**config.mk**
```make
export PLATFORM = sky130hd
export DESIGN_NAME = multicycle_control
export DESIGN_NICKNAME = d
export VERILOG_FILES = /design/src/rtl/multicycle_control.sv
export SDC_FILE = /design/constraint.sdc
export NUM_CORES = 1
export LEC_CHECK = 0
export ABC_AREA = 1
export CAP_MARGIN = 20
export CORE_ASPECT_RATIO = 1.25
export CORE_UTILIZATION = 40
export CTS_CLUSTER_DIAMETER = 30
export DETAILED_ROUTE_END_ITERATION = 16
export PLACE_DENSITY = 0.74
export SLEW_MARGIN = 20
export SYNTH_ARGS = -nofsm -noshare
export SYNTH_HDL_FRONTEND = slang
export SYNTH_SLANG_ARGS = --single-unit
```
**constraint.sdc**
```tcl
create_clock -name clk -period 2 [get_ports clk]
set_clock_uncertainty 0.2 [all_clocks]
set_input_delay 0.4 -clock clk [delete_from_list [all_inputs] [get_ports clk]]
set_output_delay 0.4 -clock clk [all_outputs]
set_load 0.02 [all_outputs]
```
**src/rtl/multicycle_control.sv**
```systemverilog
// Multi-cycle RV32I sequencer: FETCH/DECODE/EXEC/MEM/WB with req/ack memory
// handshakes, a shared request timeout, and sticky illegal/bus-error flags.
module multicycle_control #(
    parameter int unsigned MEM_TIMEOUT = 15,
    parameter int unsigned CNT_W       = 8
) (
    input  logic       clk,
    input  logic       rst_n,
    input  logic [6:0] opcode,
    input  logic       imem_ack,
    input  logic       dmem_ack,
    input  logic       branch_taken,
    output logic       imem_req,
    output logic       ir_write,
    output logic       dmem_req,
    output logic       dmem_we,
    output logic       reg_write,
    output logic       alu_src_a,
    output logic       alu_src_b,
    output logic [1:0] ALUOp,
    output logic [1:0] wb_sel,
    output logic       pc_write,
    output logic [1:0] pc_src,
    output logic       instr_retired,
    output logic       illegal,
    output logic       bus_err,
    output logic [2:0] state_o
);

    typedef enum logic [2:0] {
        S_FETCH  = 3'd0,
        S_DECODE = 3'd1,
        S_EXEC   = 3'd2,
        S_MEM    = 3'd3,
        S_WB     = 3'd4,
        S_HALT   = 3'd7
    } state_t;

    localparam logic [6:0] OP_R     = 7'd51;
    localparam logic [6:0] OP_I     = 7'd19;
    localparam logic [6:0] OP_LOAD  = 7'd3;
    localparam logic [6:0] OP_STORE = 7'd35;
    localparam logic [6:0] OP_JAL   = 7'd111;
    localparam logic [6:0] OP_JALR  = 7'd103;
    localparam logic [6:0] OP_BR    = 7'd99;
    localparam logic [6:0] OP_LUI   = 7'd55;
    localparam logic [6:0] OP_AUIPC = 7'd23;

    localparam logic [CNT_W-1:0] CNT_LAST = CNT_W'(MEM_TIMEOUT - 1);

    state_t           state_q, state_d;
    logic [CNT_W-1:0] cnt_q, cnt_d;
    logic             illegal_q, illegal_d;
    logic             bus_err_q, bus_err_d;

    logic       legal_op;
    logic       timeout;
    logic [1:0] alu_op_c;
    logic       src_a_c;
    logic       src_b_c;

    always_comb begin
        legal_op = opcode inside {OP_R, OP_I, OP_LOAD, OP_STORE, OP_JAL,
                                  OP_JALR, OP_BR, OP_LUI, OP_AUIPC};
        src_a_c  = (opcode == OP_AUIPC);
        src_b_c  = opcode inside {OP_I, OP_LOAD, OP_STORE, OP_JALR, OP_AUIPC};
        case (opcode)
            OP_R:          alu_op_c = 2'b10;
            OP_I, OP_JALR: alu_op_c = 2'b11;
            OP_BR:         alu_op_c = 2'b01;
            default:       alu_op_c = 2'b00;
        endcase
        timeout = (cnt_q == CNT_LAST);
    end

    always_comb begin
        state_d       = state_q;
        cnt_d         = cnt_q;
        illegal_d     = illegal_q;
        bus_err_d     = bus_err_q;
        imem_req      = 1'b0;
        ir_write      = 1'b0;
        dmem_req      = 1'b0;
        dmem_we       = 1'b0;
        reg_write     = 1'b0;
        alu_src_a     = 1'b0;
        alu_src_b     = 1'b0;
        ALUOp         = 2'b00;
        wb_sel        = 2'b00;
        pc_write      = 1'b0;
        pc_src        = 2'b00;
        instr_retired = 1'b0;

        case (state_q)
            S_FETCH: begin
                imem_req = 1'b1;
                if (imem_ack) begin
                    ir_write = 1'b1;
                    state_d  = S_DECODE;
                end else if (timeout) begin
                    state_d   = S_HALT;
                    bus_err_d = 1'b1;
                end else begin
                    cnt_d = cnt_q + CNT_W'(1);
                end
            end
            S_DECODE: begin
                if (legal_op) begin
                    state_d = S_EXEC;
                end else begin
                    state_d   = S_HALT;
                    illegal_d = 1'b1;
                end
            end
            S_EXEC: begin
                ALUOp     = alu_op_c;
                alu_src_a = src_a_c;
                alu_src_b = src_b_c;
                case (opcode)
                    OP_BR: begin
                        pc_write      = 1'b1;
                        pc_src        = branch_taken ? 2'b01 : 2'b00;
                        instr_retired = 1'b1;
                        state_d       = S_FETCH;
                    end
                    OP_JAL, OP_JALR: begin
                        reg_write     = 1'b1;
                        wb_sel        = 2'b10;
                        pc_write      = 1'b1;
                        pc_src        = (opcode == OP_JAL) ? 2'b01 : 2'b10;
                        instr_retired = 1'b1;
                        state_d       = S_FETCH;
                    end
                    OP_LOAD, OP_STORE: state_d = S_MEM;
                    default:           state_d = S_WB;
                endcase
            end
            S_MEM: begin
                ALUOp     = alu_op_c;
                alu_src_a = src_a_c;
                alu_src_b = src_b_c;
                dmem_req  = 1'b1;
                dmem_we   = (opcode == OP_STORE);
                if (dmem_ack) begin
                    if (opcode == OP_STORE) begin
                        pc_write      = 1'b1;
                        instr_retired = 1'b1;
                        state_d       = S_FETCH;
                    end else begin
                        state_d = S_WB;
                    end
                end else if (timeout) begin
                    state_d   = S_HALT;
                    bus_err_d = 1'b1;
                end else begin
                    cnt_d = cnt_q + CNT_W'(1);
                end
            end
            S_WB: begin
                reg_write     = 1'b1;
                pc_write      = 1'b1;
                instr_retired = 1'b1;
                state_d       = S_FETCH;
                if (opcode == OP_LOAD)     wb_sel = 2'b01;
                else if (opcode == OP_LUI) wb_sel = 2'b11;
            end
            S_HALT:  ;
            default: state_d = S_HALT;
        endcase

        if (state_d != state_q) cnt_d = '0;

        // Strobes are forced low while reset is asserted so no request leaks out.
        if (!rst_n) begin
            imem_req      = 1'b0;
            ir_write      = 1'b0;
            dmem_req      = 1'b0;
            dmem_we       = 1'b0;
            reg_write     = 1'b0;
            alu_src_a     = 1'b0;
            alu_src_b     = 1'b0;
            ALUOp         = 2'b00;
            wb_sel        = 2'b00;
            pc_write      = 1'b0;
            pc_src        = 2'b00;
            instr_retired = 1'b0;
        end
    end

    always_ff @(posedge clk) begin
        if (!rst_n) begin
            state_q   <= S_FETCH;
            cnt_q     <= '0;
            illegal_q <= 1'b0;
            bus_err_q <= 1'b0;
        end else begin
            state_q   <= state_d;
            cnt_q     <= cnt_d;
            illegal_q <= illegal_d;
            bus_err_q <= bus_err_d;
        end
    end

    assign illegal = illegal_q;
    assign bus_err = bus_err_q;
    assign state_o = state_q;

endmodule

```
# Yosys cells after proc, flatten, opt, wreduce, memory -nomap -nowiden
# Cells that the tools add are included.
[word_totals]
word_cells = 86
romBits = 0
latch_bits = 0
mem_bits_rw = 0
n_memories = 0
output_inout_bits = 20
reg_bits = 13
input_bits = 12
[op_classes]
shift = 0
n_div = 0
n_mul = 0
addsub = 1
eq_ne = 18
muxes = 49
bitwise = 2
n_reduce_logical = 12
n_lt_le_gt_ge = 0
[ops]
columns = ["op", "n"]
rows = [
  ["8-bit two-way mux", 3],
  ["1-bit two-way mux", 23],
  ["7-bit by 6-bit equality test with 1-bit output, second input constant", 3],
  ["7-bit equality test, second input constant", 3],
  ["2-bit two-way mux", 9],
  ["3-bit one-hot mux with 6 select lines", 1],
  ["8-bit one-hot mux with 2 select lines", 1],
  ["3-bit two-way mux", 5],
  ["7-bit by 5-bit equality test with 1-bit output, second input constant", 2],
  ["2-bit OR reduction", 5],
  ["9-bit nonzero test", 1],
  ["8-bit by 1-bit adder with 8-bit output, second input constant", 1],
  ["8-bit by 4-bit equality test with 1-bit output, second input constant", 1],
  ["2-bit one-hot mux with 2 select lines", 2],
  ["7-bit by 2-bit equality test with 1-bit output, second input constant", 1],
  ["3-bit by 2-bit equality test with 1-bit output, second input constant", 2],
  ["3-bit equality test, second input constant", 2],
  ["2-bit one-hot mux with 3 select lines", 1],
  ["3-bit one-hot mux with 2 select lines", 1],
  ["5-bit nonzero test", 1],
  ["2-bit != test, second input constant", 2],
  ["1-bit one-hot mux with 2 select lines", 2],
  ["3-bit by 1-bit equality test with 1-bit output, second input constant", 1],
  ["3-bit logical NOT", 1],
  ["other kinds (7)", 8],
]

# Longest topological paths before layout
[depth]
ltp_word = 6
mapped_depth = 12
depth_no_buf = 12

# Worst setup path before layout
# OpenSTA, ideal clock, no wires.
[synth_timing]
path_type = "register to output"
start = "register state_q[1], in the netlist state_o[1]"
end = "output port pc_write"
stages_incl_launch_ff = 8
slack_ps = 0
required_ps = 1400
t_arrival_ps = 1400
n_path_buf = 1
path_cell_list = "dfxtp_1 -> inv_2 -> nor3_2 -> nand2_1 -> nand2_1 -> o21ai_0 -> inv_1 -> buf_4"
[synth_between]
elab_chain_cells = 3
elab_cells_between_ends = 5
classes_between = "eq/ne: 3; mux: 2"
[synth_rtl]
columns = ["item", "line_no", "rtl"]
rows = [
  ["from (decl)", "51", "state_t state_q, state_d;"],
  ["from (signal assigned)", "197", "state_q <= state_d;"],
  ["3-bit equality test or 3-bit by 2-bit equality test with 1-bit output (tied branches)", "-", ""],
  ["1-bit one-hot mux with 3 select lines *", "-", ""],
  ["1-bit two-way mux *", "-", ""],
  ["to (decl)", "22", "output logic pc_write,"],
]
# Mark *: on every way between the ends. The rest lies on a longest branch, timed or not.

# Worst setup path after layout
[layout_timing]
start = "register state_q[1], in the netlist state_o[1]"
end = "output port pc_write"
[layout_between]
elab_chain_cells = 3
elab_cells_between_ends = 5
classes_between = "eq/ne: 3; mux: 2"
[layout_rtl]
columns = ["item", "line_no", "rtl"]
rows = [
  ["3-bit equality test or 3-bit by 2-bit equality test with 1-bit output (tied branches)", "94", "case (state_q)"],
  ["1-bit one-hot mux with 3 select lines *", "94", ""],
  ["1-bit two-way mux *", "174", "if (!rst_n) begin"],
]
# Marks and branches as above.

==> results.sh <==
export IMPL_grt_max_degree=9
export IMPL_grt_total_usage_pct=25.7
export IMPL_fill_cells=186
export IMPL_synth_warnings=0
export IMPL_placedCellCount=311
export IMPL_synth_top_family_by_area="simple AND/OR/NAND/NOR gates"
export IMPL_cp_start_kind="flop"
export IMPL_synth_fp_nets=221
export IMPL_max_freq_mhz=472
export IMPL_hold_viol_final=0
export IMPL_synth_fa_ha_area_share_pct=2.16
export IMPL_clk_path_buf_depth=2
export IMPL_violations="negative setup slack"
export IMPL_synth_cells=207
export IMPL_rsz0062_at_grt="true"
export IMPL_layout_min_cycle_time_ns=2.12
export IMPL_coreArea_mm2=0.00271
export IMPL_synth_area_leaders="dfxtp_1 (23%), nand2_1 (18%), nor2_1 (14%), inv_1 (13%), a21oi_1 (4.8%)"
export IMPL_grt_overflow_total=0
export IMPL_dr_first_iter_drc_count=25
export IMPL_antenna_found_initial=0
export IMPL_drive_gt1_share_pct=51.4
export IMPL_critPathArrivalTime_ns=1.52
export IMPL_leakagePower_uw=0.00108
export IMPL_viasPerCell=4.97
export IMPL_finalCritPeriodShare_pct=106
export IMPL_pwr_share_clk_pct=7.1
export IMPL_insertion_delay_ns=0.28
export IMPL_fin_nets=309
export IMPL_p_sw_uw=1140
export IMPL_seqCellArea_um2=273
export IMPL_worstSetupPathType="reg -> out"
export IMPL_slew_viol_final=0
export IMPL_cts_tree="built"
export IMPL_place_hpwl_mm=2.58
export IMPL_vias=1629
export IMPL_ys_ff_latch=13
export IMPL_cp_required_ns=1.40
export IMPL_seq_area_frac_synth_pct=22.5
export IMPL_cp_end_kind="primary output"
export IMPL_final_cells=328
export IMPL_netlist_area_mm2=0.00116
export IMPL_final_antenna_net_count=0
export IMPL_synth_top_cell_area_share_pct=22.5
export IMPL_setup_viol_count_final=5
export IMPL_ys_types=25
export IMPL_multi_input_area_um2=940
export IMPL_p_seq_share_pct=18.6
export IMPL_p_per_area_mw_per_mm2=1100
export IMPL_die_w_um=50.1
export IMPL_grt_pass1_wl_mm=6.22
export IMPL_clk_pin_slew_ns=0.08
export IMPL_routed_wl_met2_mm=2.33
export IMPL_gp_congestion=0.896
export IMPL_topRoutingLayerUsed="met4"
export IMPL_timing_final_ws_setup_ns=-0.117
export IMPL_cp_max_fo=5
export IMPL_synth_area_per_cell_um2=5.59
export IMPL_final_cell_area_mm2=0.00212
export IMPL_portBuffers=31
export IMPL_yosysTopAreaCell="dfxtp_1"
export IMPL_row_count=21
export IMPL_wl_per_cell_um=12.9
export IMPL_hold_slack_ns=0.282
export IMPL_cts_sinks=13
export IMPL_routed_wl_mm=4.22
export IMPL_area_growth_pct=83.1
export IMPL_met3WireLength_um=174
export IMPL_drv_cap=0
export IMPL_drc=0
export IMPL_drt_pass1_iterations=4
export IMPL_slew_headroom_pct=83.6
export IMPL_pin_count=32
export IMPL_hold_path_class="reg -> reg"
export IMPL_die_y_um=62.1
export IMPL_synth_mux_area_share_pct=0
export IMPL_grt_pass1_vias=1533
export IMPL_synth_xor_area_share_pct=3.79
export IMPL_status="finished, violations left"
export IMPL_dpl_cell_area_mm2=0.00182
export IMPL_swShare_pct=49.3
export IMPL_cts_max_level=1
export IMPL_ir_worst_vdd_mv=0.669
export IMPL_worstMarginPinSlew_ns=0.245
export IMPL_pre_cts_slack_ns=-0.895
export IMPL_start_util_pct=42.7
export IMPL_yosys_area_share_simple_pct=49.8
export IMPL_synth_compound_area_share_pct=7.14
export IMPL_fin_util_pct=78.2
export IMPL_p_int_uw=1180
export IMPL_numCtsBuffers=3
export IMPL_antenna_cells=0
export IMPL_met1_length_mm=1.54
export IMPL_cts_root_buf="clkbuf_4"
export IMPL_pwr_share_comb_pct=74.3
export IMPL_die_area_mm2=0.00311
state kept, by name, indices dropped and copies added, names as in the netlist:
register and flops:
cnt_q 8, state_o 3, bus_err 1, illegal 1
cells by family (layout without fill, tap and decap cells):
family          Yosys count  count (layout)
buf+inv                  44             131
xor+xnor                  5               5
fa+ha+maj                 2               2
simple gates            127             127
compound gates           16              16
flops                    13              13
power groups by stage:
stage	clock [µW]	combinational (µW)	sequential [µW]
after global routing	189	1860	435
after detailed placement	0	1350	395
after floorplan	0	709	432
after CTS	164	1360	420
after global placement	0	1330	396
final	165	1720	431
routing by layer:
metal	track usage (%)	vias to the layer above
li1	-	801
met1	27.6	750
met2	46.2	57
met3	3.68	21
met4	14.3	0
met5	0	-
synthesized netlist by cell type:
| master | n |
|---|---|
| nor2_1 | 42 |
| clkbuf_1 | 1 |
| nand2_4 | 1 |
| nand2_1 | 54 |
| nor2_2 | 3 |
| nand3_4 | 1 |
| a21oi_1 | 11 |
| nand2_2 | 3 |
| xor2_1 | 4 |
| clkinv_1 | 1 |
| inv_2 | 2 |
| nand3b_1 | 3 |
| o21bai_1 | 1 |
| nor2_4 | 3 |
| xnor2_1 | 1 |
| dfxtp_1 | 13 |
| nor3_1 | 3 |
| nand3_1 | 11 |
| inv_1 | 39 |
| nand4_1 | 2 |
| buf_4 | 1 |
| o21ai_0 | 3 |
| ha_1 | 2 |
| o21ai_1 | 1 |
| nor3_2 | 1 |
metrics by stage:
stage / total power, µW / setup TNS (ns)
6_report: 2320 / -0.364
4_1_cts: 1950 / -0.00671
5_1_grt: 2490 / -1.39
2_1_floorplan: 1140 / 0
3_3_place_gp: 1730 / -15.07
3_5_place_dp: 1750 / -15.77
critical path: stages (launching register included):
cell     delay [ns]
dfxtp_4        0.41
inv_4          0.06
nor3_4         0.27
nand2_1        0.10
nand2_1        0.09
o21ai_1        0.08
inv_1          0.10
buf_6          0.13
cells in the final DEF, fill, tap and decap left out, drive strengths merged:
cell,netlist,final
a21oi,11,11
buf,1,76
clkbuf,1,4
clkdlybuf4s50,0,5
clkinv,1,1
dfxtp,13,13
dlygate4sd2,0,4
ha,2,2
inv,41,41
nand2,58,58
nand3,12,12
nand3b,3,3
nand4,2,2
nor2,48,48
nor3,4,4
o21ai,4,4
o21bai,1,1
xnor2,1,1
xor2,4,4
layout make-up:
class                      instances  area share, %
clock buffer                       4           1.24
inverter                          42           7.80
multi-input combinational        150           44.4
sequential                        13           12.9
tap                               34           2.01
timing repair buffer              85           31.7
worst paths after layout:
| check | startpoint | endpoint | slack [ns] | depth (start not counted) |
|---|---|---|---|---|
| max | state_o[1]$_SDFF_PN0_ | pc_write | -0.12 | 7 |
| min | bus_err$_SDFFE_PN0P_ | bus_err$_SDFFE_PN0P_ | 0.28 | 2 |
| max reg2reg | state_o[2]$_SDFF_PN0_ | cnt_q[1]$_SDFFE_PP0P_ | 0.08 | 12 |
| min reg2reg | bus_err$_SDFFE_PN0P_ | bus_err$_SDFFE_PN0P_ | 0.28 | 2 |
repair_timing:
| action | CTS | global route |
|---|---|---|
| endpoints found under the setup margin | 26 | 20 |
| hold buffers | 0 | 0 |
| pin swaps | 14 | 24 |
| setup buffers | 8 | 6 |
| resized for setup | 137 | 53 |
(Power assumes the default switching activity.)
